$ cat src/rtl/userio_debug.sv
// USERIO debug router: maps selectable debug sources onto USERIO pins as OFF/DIRECT/TOGGLE/STRETCH.
// Define USERIO_DEBUG_READBACK_EN to add registered MODE/SEL/STRETCH readback on reg_datao.
module userio_debug #(
  parameter int         pCHANNELS     = 8,
  parameter int         pINPUTS       = 16,
  parameter int         pBYTECNT_SIZE = 7,
  parameter logic [7:0] pADDR_BASE    = 8'd56
) (
  input  logic                     clk_usb,
  input  logic                     reset_i,
  input  logic [7:0]               reg_address,
  input  logic [pBYTECNT_SIZE-1:0] reg_bytecnt,
  input  logic [7:0]               reg_datai,
  output logic [7:0]               reg_datao,
  input  logic                     reg_read,
  input  logic                     reg_write,
  input  logic                     reg_addrvalid,
  input  logic [pINPUTS-1:0]       debug_i,
  output logic [pCHANNELS-1:0]     userio_o,
  output logic [pCHANNELS-1:0]     userio_oe
);
  localparam int SELW = (pINPUTS > 1) ? $clog2(pINPUTS) : 1;
  localparam int EXTW = 1 << SELW;

  localparam logic [7:0] ADDR_MODE    = pADDR_BASE;
  localparam logic [7:0] ADDR_SEL     = pADDR_BASE + 8'd1;
  localparam logic [7:0] ADDR_STRETCH = pADDR_BASE + 8'd2;

  localparam logic [1:0] M_OFF     = 2'd0;
  localparam logic [1:0] M_DIRECT  = 2'd1;
  localparam logic [1:0] M_TOGGLE  = 2'd2;
  localparam logic [1:0] M_STRETCH = 2'd3;

  logic                      wr_en;
  logic                      wr_mode;
  logic                      wr_sel;
  logic                      wr_stretch;
  logic [7:0]                stretch_q;
  logic [7:0]                stretch_d;
  logic [EXTW-1:0]           dbg_ext;
  logic [2*pCHANNELS-1:0]    mode_flat;
  logic [SELW*pCHANNELS-1:0] sel_flat;

  assign wr_en      = reg_write & reg_addrvalid;
  assign wr_mode    = wr_en && (reg_address == ADDR_MODE);
  assign wr_sel     = wr_en && (reg_address == ADDR_SEL);
  assign wr_stretch = wr_en && (reg_address == ADDR_STRETCH);

  // Select values past the last real input land on the zero padding.
  always_comb begin
    dbg_ext                = '0;
    dbg_ext[pINPUTS-1:0]   = debug_i;
  end

  assign stretch_d = wr_stretch ? reg_datai : stretch_q;

  always_ff @(posedge clk_usb or posedge reset_i) begin
    if (reset_i) begin
      stretch_q <= '0;
    end else begin
      stretch_q <= stretch_d;
    end
  end

  for (genvar gi = 0; gi < pCHANNELS; gi++) begin : g_ch
    logic [1:0]      mode_q;
    logic [1:0]      mode_d;
    logic [SELW-1:0] sel_q;
    logic [SELW-1:0] sel_d;
    logic            s1_q;
    logic            s1_d;
    logic            s2_q;
    logic            s2_d;
    logic            out_q;
    logic            out_d;
    logic            oe_q;
    logic [7:0]      cnt_q;
    logic [7:0]      cnt_d;
    logic            mode_hit;
    logic            sel_hit;
    logic            rise;

    assign mode_hit = wr_mode && (reg_bytecnt == pBYTECNT_SIZE'(gi / 4));
    assign sel_hit  = wr_sel && (reg_bytecnt == pBYTECNT_SIZE'(gi));
    assign rise     = s1_q & ~s2_q;

    always_comb begin
      mode_d = mode_q;
      if (mode_hit) begin
        mode_d = reg_datai[2*(gi%4) +: 2];
      end
      sel_d = sel_hit ? reg_datai[SELW-1:0] : sel_q;
      s1_d  = sel_hit ? 1'b0 : dbg_ext[sel_q];
      s2_d  = sel_hit ? 1'b0 : s1_q;

      out_d = out_q;
      cnt_d = '0;
      // A mode change restarts the channel and swallows any rise on the same edge.
      if (mode_d != mode_q) begin
        out_d = 1'b0;
      end else begin
        case (mode_q)
          M_DIRECT: out_d = s1_q;
          M_TOGGLE: begin
            if (rise) begin
              out_d = ~out_q;
            end
          end
          M_STRETCH: begin
            if (rise) begin
              cnt_d = stretch_q;
              out_d = 1'b1;
            end else if (cnt_q != 8'd0) begin
              cnt_d = cnt_q - 8'd1;
              out_d = 1'b1;
            end else begin
              out_d = 1'b0;
            end
          end
          default: out_d = 1'b0;
        endcase
      end
    end

    always_ff @(posedge clk_usb or posedge reset_i) begin
      if (reset_i) begin
        mode_q <= M_OFF;
        sel_q  <= '0;
        s1_q   <= 1'b0;
        s2_q   <= 1'b0;
        out_q  <= 1'b0;
        oe_q   <= 1'b0;
        cnt_q  <= '0;
      end else begin
        mode_q <= mode_d;
        sel_q  <= sel_d;
        s1_q   <= s1_d;
        s2_q   <= s2_d;
        out_q  <= out_d;
        oe_q   <= (mode_d != M_OFF);
        cnt_q  <= cnt_d;
      end
    end

    assign userio_o[gi]                 = out_q;
    assign userio_oe[gi]                = oe_q;
    assign mode_flat[2*gi +: 2]         = mode_q;
    assign sel_flat[SELW*gi +: SELW]    = sel_q;
  end

`ifdef USERIO_DEBUG_READBACK_EN
  logic [7:0] rd_d;
  logic [7:0] rd_q;

  always_comb begin
    rd_d = '0;
    if (reg_read) begin
      if (reg_address == ADDR_MODE) begin
        for (int k = 0; k < pCHANNELS; k++) begin
          if (reg_bytecnt == pBYTECNT_SIZE'(k / 4)) begin
            rd_d[2*(k%4) +: 2] = mode_flat[2*k +: 2];
          end
        end
      end else if (reg_address == ADDR_SEL) begin
        for (int k = 0; k < pCHANNELS; k++) begin
          if (reg_bytecnt == pBYTECNT_SIZE'(k)) begin
            rd_d[SELW-1:0] = sel_flat[SELW*k +: SELW];
          end
        end
      end else if (reg_address == ADDR_STRETCH) begin
        rd_d = stretch_q;
      end
    end
  end

  always_ff @(posedge clk_usb or posedge reset_i) begin
    if (reset_i) begin
      rd_q <= '0;
    end else begin
      rd_q <= rd_d;
    end
  end

  assign reg_datao = rd_q;
`else
  logic unused_rd_sink;
  assign unused_rd_sink = ^{reg_read, mode_flat, sel_flat};
  assign reg_datao      = 8'd0;
`endif

endmodule

$ cat config.mk
export PLATFORM = sky130hd
export DESIGN_NAME = userio_debug
export DESIGN_NICKNAME = d
export VERILOG_FILES = /design/src/rtl/userio_debug.sv
export SDC_FILE = /design/constraint.sdc
export NUM_CORES = 1
export LEC_CHECK = 0
export ABC_AREA = 0
export BUFFER_PORTS_ARGS = -buffer_cell sky130_fd_sc_hd__buf_2
export CORE_ASPECT_RATIO = 1.5
export CORE_MARGIN = 2
export CORE_UTILIZATION = 40
export DETAILED_ROUTE_END_ITERATION = 10
export PLACE_DENSITY = 0.65
export SLEW_MARGIN = 20
export SYNTH_ARGS = -nofsm -noshare
export SYNTH_HDL_FRONTEND = slang
export SYNTH_SLANG_ARGS = --single-unit
$ cat constraint.sdc
create_clock -name clk_usb -period 6.45 [get_ports clk_usb]
set_clock_uncertainty 0.15 [all_clocks]
set_input_delay 0 -clock clk_usb [delete_from_list [all_inputs] [get_ports clk_usb]]
set_output_delay 0 -clock clk_usb [all_outputs]
set_load 0.05 [all_outputs]
* Yosys cells after proc, flatten, opt, wreduce, memory -nomap -nowiden
Index checks and enable logic that the tools add are counted.
Word-level totals: input port bits 44, logic and storage cells 290, register bits 152, output and inout bits 24
Cells by class: muxes and demuxes 112, $lt $le $gt $ge 8, reduce and logical (&&, ||, !) cells 30, add/subtract/negate cells 8, bitwise operators 25, eq/ne operators 50
Operator list (number):
- $mux 8 | 32
- $reduce_bool 8->1 | 8
- $sub 8x1->8 const B | 8
- $mux 1 | 56
- $lt 4x5->1 const B | 8
- $bmux 1 s4 | 8
- $eq 2x2->1 const B | 16
- $eq 7x3->1 const B | 4
- $eq 8x6->1 const B | 3
- $ne 3x3->1 const B | 8
- $pmux 1 s3 | 8
- $eq 2x1->1 const B | 8
- $mux 2 | 8
- $ne 2x2->1 | 8
- $not 1->1 | 16
- $reduce_bool 2->1 | 8
- $eq 7x2->1 const B | 2
- $logic_and 1x1->1 | 13
- $and 1x1->1 | 9
- $eq 7x1->1 const B | 1
- $logic_not 7->1 | 1

* Longest topological paths before layout
Gate-level depths: netlist of the first run.
depth after elaboration 6, depth in mapped cells 6, mapped depth without buffers 6

* Worst setup path after synthesis of the first run
OpenSTA, ideal clock, no wires.
kind register -> register, start register g_ch[4].cnt_q[4], end register g_ch[4].cnt_q[0], clock period less this slack 1.929 ns, data required time 6.163 ns, setup time 0.137 ns, data arrival time 1.642 ns, stages on the path, launching flop included 5, setup slack 4.521 ns, cells stage by stage dfrtp_1 or4_1 nor4b_1 a311o_1 a211oi_1
On the way: word-level cells in the longest chain between the ends 5
Ends and longest elaborated chain:
- start: declaration | RTL line 77 | logic [7:0] cnt_q;
- start signal: assignment | RTL line 141 | cnt_q <= cnt_d;
- $reduce_bool 8->1 | RTL line 113 | end else if (cnt_q != 8'd0) begin
- $mux 8 | RTL line 113
- $mux 8 | RTL line 110 | if (rise) begin
- $mux 8 | RTL line 102 | case (mode_q)
- $mux 8 | RTL line 99 | if (mode_d != mode_q) begin
- net g_ch[4].cnt_d[0] | RTL line 78 | logic [7:0] cnt_d;
The timed path passes the listed nets, and every way through them passes these cells. A chain may end at the register's enable or synchronous reset.

* Final worst setup path of the first run
start input reg_bytecnt[2], end register g_ch[3].s2_q
On the way: word-level cells in the longest chain between the ends 3
Ends and longest elaborated chain:
- start: declaration | RTL line 12 | input logic [pBYTECNT_SIZE-1:0] reg_bytecnt,
- $eq 7x2->1 | RTL line 84 | assign sel_hit = wr_sel && (reg_bytecnt == pBYTECNT_SIZE'(gi));
- $logic_and 1x1->1 | RTL line 84
- $mux 1 | RTL line 94 | s2_d = sel_hit ? 1'b0 : s1_q;
- net g_ch[3].s2_d | RTL line 73 | logic s2_d;
- end signal: assignment | RTL line 130 | s2_q <= 1'b0;
- end signal: assignment | RTL line 138 | s2_q <= s2_d;
- end: declaration | RTL line 72 | logic s2_q;
The timed path passes the listed nets, and every way through them passes these cells.

==> results of run 1 <==
cells in the mapped netlist (all sizes together) (2+ instances only):
| cell | count | area [µm²] |
|---|---|---|
| o21ai | 5 | 25.0 |
| inv | 25 | 93.8 |
| o2111ai | 5 | 43.8 |
| xnor2 | 46 | 403 |
| nor4b | 7 | 76.3 |
| a22oi | 6 | 45.0 |
| o211a | 4 | 40.0 |
| a211oi | 63 | 473 |
| or4 | 4 | 30.0 |
| mux2i | 17 | 170 |
| or3 | 6 | 37.5 |
| and2 | 6 | 37.5 |
| nor3 | 19 | 126 |
| nand2 | 41 | 156 |
| xor2 | 21 | 184 |
| or2 | 2 | 12.5 |
| dfrtp | 152 | 3800 |
| clkbuf | 27 | 103 |
| nand4 | 7 | 43.8 |
| a21o | 3 | 22.5 |
| nor4 | 14 | 103 |
| a21oi | 4 | 20.0 |
| nor3b | 7 | 52.6 |
| nor2 | 95 | 357 |
| nand2b | 12 | 75.1 |
| ha | 16 | 200 |
| nor2b | 13 | 81.3 |
| nand3 | 10 | 50.1 |
| mux4 | 32 | 721 |
| nand3b | 3 | 22.5 |
| o211ai | 2 | 15.0 |
| mux2 | 60 | 691 |
| a2111oi | 3 | 32.5 |
| o21a | 2 | 15.0 |
| a311o | 2 | 20.0 |
| buf | 36 | 235 |
flip-flops by register name, indices dropped and copies added (netlist names):
register,flops
g_ch.out_q,8
g_ch.mode_q,16
g_ch.s2_q,8
g_ch.s1_q,8
g_ch.sel_q,32
g_ch.cnt_q,64
g_ch.oe_q,8
stretch_q,8
stage by stage:
stage                     power [mW]  cell area (µm²)  setup slack (ps)
after global routing            2.16             9810              3520
after global placement          1.13             9050              3830
after CTS                       2.11             9810              3740
after detailed placement        1.13             9050              3810
after floorplan                 1.08             8750              2210
final                           2.09             9810              3670
kinds of logic (layout without fill, tap and decap cells):
family,Yosys count,count (layout),synth area share (%)
XOR/XNOR,67,67,6.73
adder cells (fa/ha/maj),16,16,2.30
multiplexers,109,109,18.1
AND/OR/NAND/NOR,251,251,15.0
flip-flops,152,152,43.6
AO/OA/AOI/OAI,105,105,9.20
other,1,8,0.0430
buffers and inverters,88,135,4.95
routing by layer:
| metal | vias up | track usage (%) | share of wire [%] |
|---|---|---|---|
| met2 | 214 | 30.7 | 50 |
| li1 | 2924 | - | - |
| met5 | - | 0 | 0 |
| met4 | 0 | 7.69 | 3.0 |
| met3 | 37 | 3.90 | 6.4 |
| met1 | 3072 | 23.5 | 41 |
final timing paths:
kind	to	cells after the start
max	g_ch[3].s2_q	8
max in group asynchronous	g_ch[7].cnt_q[1]	4
min reg2reg	g_ch[5].s1_q	1
min in group asynchronous	g_ch[1].cnt_q[3]	3
min	g_ch[5].s2_q	4
max reg2reg	g_ch[4].cnt_q[2]	4
power by group:
group | switching [mW] | internal [mW]
combinational | 0.0944 | 0.0518
clock | 0.433 | 0.539
sequential | 0.00980 | 0.960
total | 0.537 | 1.55
final cells by class:
type | instances | area, µm² | area share, %
Tap cell | 272 | 340 | 3.47
Timing Repair Buffer | 78 | 488 | 4.98
Multi-Input combinational cell | 556 | 4510 | 46.0
Clock inverter | 15 | 140 | 1.43
Inverter | 25 | 98.8 | 1.01
Clock buffer | 17 | 425 | 4.34
Sequential cell | 152 | 3800 | 38.8
worst min-delay path, delay by kind of cell:
family | cells | cell delay, ps
simple gates | 3 | 430
buf+inv | 1 | 140
repair_timing:
action | in CTS | in global routing
endpoints found under the hold margin | 137 | 0
setup buffers | 0 | 0
endpoints found under the setup margin | 0 | 0
hold buffers | 19 | 0
==> flow_summary.ini, run 1 <==
[logic_synthesis]
synth-seq-area-share_pct = 43.6
synthFlopType = dfrtp_1
avgSynthCellArea_um2 = 11.1
syn-instance-count = 789
async_reset_ff_share_pct = 100
ys_ff_latch = 152
ys_types = 60
yosysWarnings = 0
synth-edff-count = 0
syn_area_mm2 = 0.00872

[finish]
nNetsFinal = 890
area_growth_syn_to_layout_pct = 12.5
stdcell_count = 1115
final_cell_mix = dfrtp_1 (152), nor2_1 (95), a211oi_1 (63)
final_common_cell = dfrtp_1
antenna_cells = 0
drive_gt1_share_pct = 23.3
fillers = 1966
final_util_pct = 45.5

[clock_network]
cts_sinks = 152
root_buffer = clkbuf_16
cts_tree = yes
cts_buffers = 17
clkTransAtPathRegs_ps = 60
cts_resized = 0
clk_path_buf_depth = 2
htreeDepth = 4
clk_latency_ps = 440

[floorplanning]
core_mm2 = 0.0216
ioPinCount = 68
row_count = 66
die_h_um = 185
start_util_pct = 40.5
die_w_um = 125
fp.dieArea_mm2 = 0.0230

[critical_path]
crit_path_end_kind = register
r2r_slack_ps = 4090
cp_cell_sequence = dlygate4sd3_1 -> buf_2 -> nor4b_4 -> dlygate4sd3_1 -> nand2_2 -> nor3_2 -> dlygate4sd3_1 -> nor2b_1
crit_buf_inv = 4
crit_fanout = 6
cp_data_arrival_time_ps = 2960
critPathLaunch = reg_bytecnt[2]
r2r_start = g_ch[4].cnt_q[4]
critPathTopFamily = buffers and inverters
crit_top_cell = dlygate4sd3_1
worstPathRequired_ps = 6630
critPathMaxStageDelay_ps = 650
crit_path_start_kind = input port
crit_slowest_cell = dlygate4sd3_1
crit_type = in2reg

[timing]
fin_crit_sh_pct = 43.2
slew_violations = 0
hold_viol = 0
hold_ws_ps = 29.3
slew_headroom_pct = 28.5
finalSetupViolations = 0
fmax_mhz = 359
worstMarginPinSlew_ps = 1070
period_minus_slack_ps = 2780
rsz0062_at_grt = no
fin_tns_setup_ps = 0

[global_routing]
track_usage_pct = 18.5
grt_pass1_wl_um = 33300
grt_pass1_vias = 6171
grt_max_degree = 83
grt-ovfl-total = 0
antenna_found_initial = 0

[place]
placed_cells = 1064
portBuffers = 58
dpl.hpwl_um = 13700
place_congestion = 0.828

[detailed_routing]
drc_errors = 0
final_antenna_net_count = 0
vias = 6247
wl_per_cell_um = 18.2
drtIter0Drc = 514
dr.pass1.iters = 5
via_per_inst = 5.60
wl_um = 20300

[power_and_ir_drop]
leakagePower_nw = 4.60
ir_drop_v = 0.000137
powerDensity_mw_per_mm2 = 213

[flow_run]
cap_violations = 0

[worst_hold_path]
hold_path.startpoint = reg_bytecnt[0]
min_path_type = in2reg

[outcome]
status = complete, no violations
(Power assumes the default switching activity.)
==> run 2: changes to the inputs <==
clock period = 2.9 ns   (was 6.45 ns; I/O delays follow)
==> run 2 against run 1 <==
  * Worst setup slack worse by 3300 ps
  * Count of clock-buffer cells in the layout up 4
  * Highest routed layer unchanged
  * Sequential cell count unchanged
  * Final area up 0.54%
  * Core utilization up 0.24 points
  * Power up 130%
  * Global-route usage up 0.47 points
  * Critical endpoint is now g_ch[2].sel_q[0]
  * Non-clock buffer count up 5
  * Cell count up 0.45%
  * Die area unchanged
  * Register-to-register slack worse by 3400 ps
==> flow_summary.ini, run 2 (synthesis gave the netlist of run 1 again) <==
[detailed_routing]
wl_per_cell_um = 18.9
vias = 6327
dr.pass1.iters = 5
wl_um = 21100
final_antenna_net_count = 0
via_per_inst = 5.65
drc_errors = 0
drtIter0Drc = 434

[global_routing]
track_usage_pct = 19.0
grt_pass1_vias = 6329
grt-ovfl-total = 0
antenna_found_initial = 0
grt_pass1_wl_um = 34300
grt_max_degree = 62

[critical_path]
crit_fanout = 6
crit_type = in2reg
crit_path_end_kind = register
reg2reg_depth = 4
cp_data_arrival_time_ps = 2750
crit_path_start_kind = input port
worstPathRequired_ps = 3060

[floorplanning]
die_w_um = 125
start_util_pct = 40.5
fp.dieArea_mm2 = 0.0230
row_count = 66
ioPinCount = 68
core_mm2 = 0.0216
die_h_um = 185

[timing]
period_minus_slack_ps = 2580
hold_viol = 0
fin_tns_setup_ps = 0
finalSetupViolations = 0
slew_headroom_pct = 50.8
fmax_mhz = 387
worstMarginPinSlew_ps = 737
fin_crit_sh_pct = 89.1
rsz0062_at_grt = no
slew_violations = 0

[finish]
regArea_mm2 = 0.00380
multi_input_area_mm2 = 0.00451
final_util_pct = 45.7
final_cell_mix = dfrtp_1 (152), nor2_1 (95), a211oi_1 (63)
area_growth_syn_to_layout_pct = 13.1
antenna_cells = 0
top_regs = g_ch.cnt_q x64, g_ch.sel_q x32, g_ch.mode_q x16
drive_gt1_share_pct = 24.1
largest_register_ffs = 64
largest_register = g_ch.cnt_q
fillers = 1967
final_common_cell = dfrtp_1
nNetsFinal = 895

[clock_network]
cts_buffers = 17
htreeDepth = 4
cts_sinks = 152
cts_setup_buffers = 0
clk_latency_ps = 430
clk_path_buf_depth = 2
clkTransAtPathRegs_ps = 70
root_buffer = clkbuf_16
cts_tree = yes
cts_hold_buffers = 14
cts_resized = 0

[worst_hold_path]
min_path_type = in2async

[power_and_ir_drop]
powerDensity_mw_per_mm2 = 478
leakagePower_nw = 4.63
ir_drop_v = 0.000383

[place]
dpl.hpwl_um = 14300
portBuffers = 58
place_congestion = 0.829

[flow_run]
cap_violations = 0

[outcome]
status = complete, no violations
==> run 2: routing by layer <==
| layer | wire length [µm] | GRT usage, % | up-vias |
|---|---|---|---|
| met1 | 8930 | 24.4 | 3157 |
| met5 | 0 | 0 | - |
| met3 | 1200 | 3.15 | 43 |
| met2 | 10400 | 32.1 | 212 |
| li1 | - | - | 2915 |
| met4 | 617 | 7.42 | 0 |
==> run 2: path summary, 6_finish.rpt <==
path                                   from                to  slack, ps
min reg2reg                g_ch[6].cnt_q[0]  g_ch[6].cnt_q[0]        330
min in group clk_usb         reg_address[1]      g_ch[3].s2_q         20
min                                 reset_i     g_ch[6].out_q         10
max                          reg_bytecnt[3]  g_ch[2].sel_q[0]        320
max in group asynchronous           reset_i  g_ch[7].sel_q[2]       1720
max reg2reg                g_ch[4].cnt_q[4]  g_ch[4].cnt_q[1]        650
==> run 2: worst max-delay path, stage by stage <==
cell and delay (ps):
dlygate4sd3_1 540, buf_2 160, nor4b_4 290, dlygate4sd3_1 630, nand2_2 90, or4_1 670
mux2_4 360
==> run 2: layout make-up <==
type | instances | area share (%)
repair buffers | 83 | 5.33
clock inverters | 11 | 1.23
flip-flops and latches | 152 | 38.6
clock buffers | 21 | 4.67
inverters | 25 | 0.990
well taps | 272 | 3.45
multi-input cells | 556 | 45.7
==> run 2: power breakdown <==
group	switching [mW]	total (mW)	internal [mW]
Clock	0.903	2.22	1.31
Combinational	0.217	0.336	0.119
Sequential	0.0224	2.16	2.13
Total	1.14	4.71	3.57
==> run 2: per-stage QoR <==
| stage | cell area, µm² | cells | setup slack [ps] | hold WS, ps | power [mW] |
|---|---|---|---|---|---|
| after detailed placement | 9140 | 1074 | 586 | -88.9 | 2.52 |
| after global placement | 9140 | 1074 | 610 | -89.7 | 2.52 |
| after global routing | 9860 | 1120 | 253 | 18.5 | 4.86 |
| final | 9860 | 1120 | 315 | 11.4 | 4.71 |
| after floorplan | 8750 | 796 | 833 | 1.69 | 2.40 |
| after CTS | 9860 | 1120 | 367 | 1.24 | 4.74 |
